### config.mk
export PLATFORM = sky130hd
export DESIGN_NAME = otbn_keccak_plane_seq
export DESIGN_NICKNAME = d
export VERILOG_FILES = /design/src/rtl/otbn_keccak_plane_seq.sv
export SDC_FILE = /design/constraint.sdc
export NUM_CORES = 2
export LEC_CHECK = 0
export BUFFER_PORTS_ARGS = -buffer_cell sky130_fd_sc_hd__buf_4
export CAP_MARGIN = 20
export CORE_AREA = 2 2 649 651
export CTS_CLUSTER_DIAMETER = 80
export DETAILED_ROUTE_END_ITERATION = 16
export DIE_AREA = 0 0 651 653
export SLEW_MARGIN = 20
export SYNTH_ARGS = -nofsm -noshare
export SYNTH_HDL_FRONTEND = slang
export SYNTH_SLANG_ARGS = --single-unit
### constraint.sdc
create_clock -name clk_i -period 20.3 [get_ports clk_i]
set_input_delay 1.015 -clock clk_i [delete_from_list [all_inputs] [get_ports clk_i]]
set_output_delay 1.015 -clock clk_i [all_outputs]
set_load 0.1 [all_outputs]
### src/rtl/otbn_keccak_plane_seq.sv
// Plane-serial Keccak theta/chi sequencer driving one external combinational plane unit.
// Optional: define OTBN_KECCAK_PLANE_SEQ_IOTA_EN to add rc_i and fold iota into chi lane (0,0).
module otbn_keccak_plane_seq #(
  parameter int PQLEN = 32
) (
  input  logic             clk_i,
  input  logic             rst_i,
  input  logic             start_i,
  input  logic             op_i,
  output logic             busy_o,
  output logic             done_o,
  output logic             err_o,
  input  logic             plane_we_i,
  input  logic [2:0]       plane_idx_i,
  input  logic [319:0]     plane_wdata_i,
  output logic [319:0]     plane_rdata_o,
  output logic             pu_op_o,
  output logic [PQLEN*8-1:0] pu_operand_a_o,
  output logic [PQLEN*8-1:0] pu_operand_b_o,
  input  logic [PQLEN*8-1:0] pu_rs0_i,
`ifdef OTBN_KECCAK_PLANE_SEQ_IOTA_EN
  input  logic [63:0]      rc_i,
`endif
  input  logic [PQLEN*8-1:0] pu_rs1_i
);

  localparam int W = PQLEN * 8;

  typedef enum logic [2:0] {
    IDLE,
    TH_C,
    TH_D,
    TH_APPLY,
    CHI,
    DONE
  } state_t;

  state_t       state;
  logic [2:0]   p;
  logic [319:0] planes [5];
  logic [319:0] c_q;
  logic [319:0] d_q;
  logic         busy_q;
  logic         done_q;
  logic         err_q;
`ifdef OTBN_KECCAK_PLANE_SEQ_IOTA_EN
  logic [63:0]  rc_q;
`endif

  logic [319:0] plane_cur;
  logic [319:0] rdata;
  logic [319:0] pu_src;
  logic [319:0] pu_res;
  logic [319:0] chi_wb;
  logic         unused_rs1;

  assign unused_rs1 = ^pu_rs1_i[W-1:64];

  // Loop-based selection keeps out-of-range indices (5..7) reading as zero.
  always_comb begin
    plane_cur = '0;
    rdata     = '0;
    for (int unsigned y = 0; y < 5; y++) begin
      if (p == 3'(y)) plane_cur = planes[y];
      if (plane_idx_i == 3'(y)) rdata = planes[y];
    end
  end

  assign plane_rdata_o = rdata;

  always_comb begin
    pu_src         = '0;
    pu_op_o        = 1'b0;
    pu_operand_a_o = '0;
    pu_operand_b_o = '0;
    if (state == TH_D) begin
      pu_src = c_q;
    end else if (state == CHI) begin
      pu_src  = plane_cur;
      pu_op_o = 1'b1;
    end
    if (state == TH_D || state == CHI) begin
      pu_operand_a_o = W'(pu_src[255:0]);
      pu_operand_b_o = W'(pu_src[319:256]);
    end
  end

  assign pu_res = {pu_rs1_i[63:0], pu_rs0_i[255:0]};

  always_comb begin
    chi_wb = pu_res;
`ifdef OTBN_KECCAK_PLANE_SEQ_IOTA_EN
    if (p == '0) chi_wb[63:0] = pu_res[63:0] ^ rc_q;
`endif
  end

  always_ff @(posedge clk_i) begin
    if (rst_i) begin
      state  <= IDLE;
      p      <= '0;
      c_q    <= '0;
      d_q    <= '0;
      busy_q <= 1'b0;
      done_q <= 1'b0;
      err_q  <= 1'b0;
`ifdef OTBN_KECCAK_PLANE_SEQ_IOTA_EN
      rc_q   <= '0;
`endif
      for (int unsigned y = 0; y < 5; y++) planes[y] <= '0;
    end else begin
      err_q  <= plane_we_i && (state != IDLE || plane_idx_i > 3'd4);
      done_q <= 1'b0;
      case (state)
        IDLE: begin
          for (int unsigned y = 0; y < 5; y++) begin
            if (plane_we_i && plane_idx_i == 3'(y)) planes[y] <= plane_wdata_i;
          end
          if (start_i) begin
            c_q    <= '0;
            p      <= '0;
            busy_q <= 1'b1;
            state  <= op_i ? CHI : TH_C;
`ifdef OTBN_KECCAK_PLANE_SEQ_IOTA_EN
            rc_q   <= rc_i;
`endif
          end
        end
        TH_C: begin
          c_q <= c_q ^ plane_cur;
          if (p == 3'd4) begin
            p     <= '0;
            state <= TH_D;
          end else begin
            p <= p + 3'd1;
          end
        end
        TH_D: begin
          d_q   <= pu_res;
          p     <= '0;
          state <= TH_APPLY;
        end
        TH_APPLY: begin
          for (int unsigned y = 0; y < 5; y++) begin
            if (p == 3'(y)) planes[y] <= plane_cur ^ d_q;
          end
          if (p == 3'd4) begin
            p      <= '0;
            done_q <= 1'b1;
            state  <= DONE;
          end else begin
            p <= p + 3'd1;
          end
        end
        CHI: begin
          for (int unsigned y = 0; y < 5; y++) begin
            if (p == 3'(y)) planes[y] <= chi_wb;
          end
          if (p == 3'd4) begin
            p      <= '0;
            done_q <= 1'b1;
            state  <= DONE;
          end else begin
            p <= p + 3'd1;
          end
        end
        DONE: begin
          busy_q <= 1'b0;
          state  <= IDLE;
        end
        default: begin
          busy_q <= 1'b0;
          state  <= IDLE;
        end
      endcase
    end
  end

  assign busy_o = busy_q;
  assign done_o = done_q;
  assign err_o  = err_q;

endmodule

-- Word-level counts from Yosys, hierarchy flattened
Memory sizes are Yosys's and may differ from the RTL's.
Index checks and enable logic that the tools add are counted.
Widths: inputs -> output; s select.
- input port bits: 840
- output and inout bits: 836
- bits in writable memories: 1600
- register bits after elaboration: 649
- word-level logic and storage cells: 166
- memories: 1
- memories (name ; words ; bits a word ; rd ports ; clocked after Yosys merged registers in ; wr ports ; line ; text):
    planes ; 5 ; 320 ; 5 ; 0 ; 5 ; 40 ; logic [319:0] planes [5];
- eq/ne operators: 15
- order comparisons: 1
- bitwise operators: 19
- multiplexer cells: 100
- reductions and logical operators: 22
- add/sub/neg operators: 1
- operators with widths (cell ; count):
    $mux 320 ; 28
    $pmux 320 s2 ; 1
    $xor 320x320->320 ; 2
    $mux 256 ; 1
    $mux 64 ; 1
    $mux 1 ; 60
    $eq 3x2->1 const B ; 6
    $mux 3 ; 6
    $or 1x1->1 ; 15
    $pmux 3 s4 ; 1
    $eq 3x1->1 const B ; 3
    $eq 3x3->1 const B ; 3
    $logic_not 3->1 ; 3
    $pmux 3 s3 ; 1
    $logic_and 1x1->1 ; 6
    $reduce_and 2->1 ; 3
    $reduce_bool 3->1 ; 2
    $ne 2x2->1 const B ; 2
    $reduce_or 2->1 ; 2
    $reduce_or 4->1 ; 1
    $add 3x1->3 const B ; 1
    $gt 3x3->1 const B ; 1
    $reduce_and 3->1 ; 1
    $reduce_or 3->1 ; 1
    5 further kinds ; 7

-- Depth between registers and ports, before layout
- word-level depth: 9
- depth in mapped cells: 13
- depth with buffers taken out: 6

-- Worst setup path after synthesis
No wires, ideal clock.
- kind: input-to-reg
- start: input port plane_idx_i[1]
- end: memory planes[4][0], in the netlist planes[0][1280], enable pin
- slack: 9522 ps
- cell stages on the path: 6
- data required time: 19538 ps
- library setup time: 762 ps
- path buffers: 3
- data arrival time: 10017 ps
- cell sequence: buf_2 nor2_1 and2_1 buf_2 buf_2 a311o_1
- RTL lines (what ; line ; text):
    from (decl) ; 14 ; input logic [2:0] plane_idx_i,
    to (decl) ; 40 ;

-- Final worst setup path
- start: register p[2]
- end: output port pu_operand_a_o[45]
- cells in the longest elaborated chain, start to end: 9
- elaborated cells on any way between the ends: 13
- those cells by class: eq/ne (4); mux (8); reduce/logical (1)
- RTL lines (what ; line ; text):
    from (decl) ; 39 ; logic [2:0] p;
    from (signal assigned) ; 134 ; p <= p + 3'd1;
    from (signal assigned) ; 151 ; p <= p + 3'd1;
    from (signal assigned) ; 163 ; p <= p + 3'd1;
    $logic_not 3->1 ; 64 ; if (p == 3'(y)) plane_cur = planes[y];
    $mux 320 (4 in a row) ; 64 ;
    $mux 320 (*) ; 64 ;
    $mux 320 (*) ; 78 ; end else if (state == CHI) begin
    $mux 320 (*) ; 76 ; if (state == TH_D) begin
    $mux 256 (*) ; 82 ; if (state == TH_D || state == CHI) begin
    to (decl) ; 18 ; output logic [PQLEN*8-1:0] pu_operand_a_o,
Every way passes the cells marked *; elsewhere a longest branch is shown, timed or not.

==> flow_metrics.tcl <==
set metrics [dict create \
    cts_tree "yes" \
    num_io_pins 1676 \
    drive_gt1_share_pct 21.10 \
    gr-usage-all-layers_pct 21.78 \
    syn-cell-area_sq_um 115800 \
    nFillCells 42400 \
    hold_start "pu_rs0_i[5]" \
    nNetsFinal 13100 \
    seq_area_sq_um 61040 \
    htree_levels 5 \
    placed_cell_area_sq_um 129800 \
    synth_top_area_cell "edfxtp_1" \
    grt-ovfl-total 0 \
    p_int_mw 8.843 \
    clk_latency_ns 0.92 \
    switching_power_mw 4.300 \
    grt_pass1_vias 91770 \
    hold_buffers 0 \
    fin_tns_setup_ns 0 \
    final_area_sq_um 139100 \
    rsz0062_at_grt "no" \
    startpoint "p[2]" \
    dieArea_sq_um 425100 \
    synth_common_cells "nand2_1 (2,215), edfxtp_1 (1,600), o21ai_0 (1,247)" \
    drtIter0Drc 10900 \
    seq_area_frac_synth_pct 52.70 \
    netlist_instances 11420 \
    cts_resized 0 \
    fin_skew_ns 0.09580 \
    p_total_mw 13.14 \
    combPwrFrac_pct 20.9 \
    power_leakage_nw 52.04 \
    power.density_nw_per_um2 94.48 \
    coreArea_sq_um 418400 \
    max-slew-margin-rel_pct 16.48 \
    async_reset_ff_share_pct 0 \
    pwr-share-seq_pct 41.2 \
    firstDrtPassIters 6 \
    min_period_over_period_pct 39.83 \
    synthTopCellsByArea "edfxtp_1 (41%), dfxtp_1 (11%), nand2_1 (7.2%), mux4_2 (5.8%), o21ai_0 (5.4%)" \
    rows 238 \
    slew_viol_final 0 \
    synth.distinct_cells 48 \
    crit_path_end_kind "output pin" \
    cp-start-kind "flop" \
    start_util_pct 27.68 \
    wire_per_inst_um 27.07 \
    status "complete, no violations" \
    clockBufferDepth 4 \
    avgViaCountPerCell 5.458 \
    drc 0 \
    crit_fanout 55 \
    vias 98780 \
    cts_buffers 274 \
    critical_path_class "reg -> out" \
    worstPathRequired_ns 19.29 \
    grt_start_max_net_pins 177 \
    finalSetupViolations 0 \
    place.gp.congestion 0.8664 \
    synth_warnings 0 \
    max_cap_violations 0 \
    wl_um 489800 \
    hpwl_um 309000 \
    die_h_um 653 \
    hold_viol_final 0 \
    crit_arrival_ns 7.07 \
    io_buffer_count 1291 \
    synth_top_area_share_pct 41.49 \
    p_sw_share_pct 32.72 \
    synth_edf_count 1600 \
    finalNonFillerCells 18100 \
    finish.utilization_pct 33.25 \
    multi_input_area_sq_um 48110 \
    hp-class "in -> reg" \
    peakVddDrop_mv 0.06781 \
    antenna_found_initial 115 \
    clk_pin_slew_worst_paths_ns 0.06 \
    cts-root-buf "clkbuf_16" \
    syn_avg_cell_area_sq_um 10.14 \
    area_growth_pct 20.11 \
    synth-seq-cells 2249 \
    fmax_mhz 123.7 \
    post_cts_buffers 0 \
    r2r_start "p[2]" \
    synth-main-ff-cell "edfxtp_1" \
    die_w_um 651 \
    dpl.cell_count 17500 \
    yosysMostFrequentCell "nand2_1" \
    grt_pass1_wl_um 680500 \
    clock-sinks 2249 \
    pwr-share-clk_pct 38.0 \
    ant_nets 0 \
    tightest_slew_ns 1.253 \
    min_period_ns 8.085 \
]
==> logic make-up (layout without fill, tap and decap cells) <==
kind of cell | count (synthesis) | count (layout) | share of synthesized area (%)
buffers and inverters | 1720 | 2591 | 6.528
other | 1 | 283 | 0.003238
adder cells (fa/ha/maj) | 5 | 5 | 0.05402
multiplexers | 640 | 640 | 8.765
XOR/XNOR | 1 | 1 | 0.007564
AO/OA/AOI/OAI | 3276 | 3276 | 18.01
flip-flops | 2249 | 2249 | 52.70
AND/OR/NAND/NOR | 3532 | 3532 | 13.93
==> placed cells by master (no fill, tap or decap), drive strengths merged, types with 89 or more instances in the layout <==
cell type	n
conb	192
inv	641
nand3b	320
clkbuf	371
nand2	2215
clkinv	89
mux2i	320
o21a	318
nor3	323
edfxtp	1600
o31ai	317
nand3	320
a221oi	319
o21ai	1254
mux4	297
diode	91
a21oi	653
a22oi	367
dfxtp	649
buf	1465
or2	321
==> power groups by stage <==
stage / Combinational, mW / Clock [mW] / Sequential, mW
after floorplan: 1.93 / 0 / 5.51
after global placement: 2.70 / 0 / 5.48
after detailed placement: 2.72 / 0 / 5.50
after CTS: 2.73 / 5.05 / 5.40
after global routing: 2.86 / 5.23 / 5.44
final: 2.74 / 4.99 / 5.41
==> sequential cells by signal, indices dropped and copies added, names as in the netlist <==
| signal | cells |
|---|---|
| c_q | 320 |
| done_o | 1 |
| d_q | 320 |
| err_o | 1 |
| busy_o | 1 |
| p | 3 |
| state | 3 |
| planes | 1600 |
==> through the flow <==
step	hold slack, ns	setup WS (ns)
2_1_floorplan	0.4437	9.522
3_3_place_gp	0.4539	12.57
3_5_place_dp	0.4611	12.58
4_1_cts	0.2531	12.32
5_1_grt	0.3107	12.12
6_report	0.3388	12.22
==> worst max-delay path: stages (launching register included) <==
cell and delay, ns:
dfxtp_4 0.54, inv_1 0.19, ha_4 0.63, buf_4 0.54, buf_4 0.80, buf_4 0.55, buf_4 0.66, buf_4 0.73
nand2_1 0.18, o21ai_0 0.42, o21ai_0 0.18, nand2_1 0.14, buf_4 0.32
==> metal layers <==
layer  global-route usage, %  wire length (um)  vias to the layer above
met4                   14.70             34850                       40
li1                        -                 -                    43110
met2                   34.61            225700                     5475
met5                       0               288                        -
met1                   27.02            185800                    49040
met3                   3.909             43190                     1120
==> final cells by class <==
cell class	instances	area share (%)
Antenna cell	91	0.1637
Clock buffer	371	5.387
Clock inverter	132	1.128
Inverter	623	1.687
Multi-Input combinational cell	7646	34.59
Sequential cell	2249	43.88
Tap cell	5520	4.965
Timing Repair Buffer	1465	8.200
==> worst paths after layout <==
path                   endpoint  slack (ns)  cells past startpoint
max          pu_operand_a_o[45]       12.22                     12
min                      d_q[5]        0.34                      3
max reg2reg     planes[0][1357]       13.35                      9
min reg2reg            d_q[150]        0.47                      2
No activity file was read; power rests on OpenSTA's default activity.
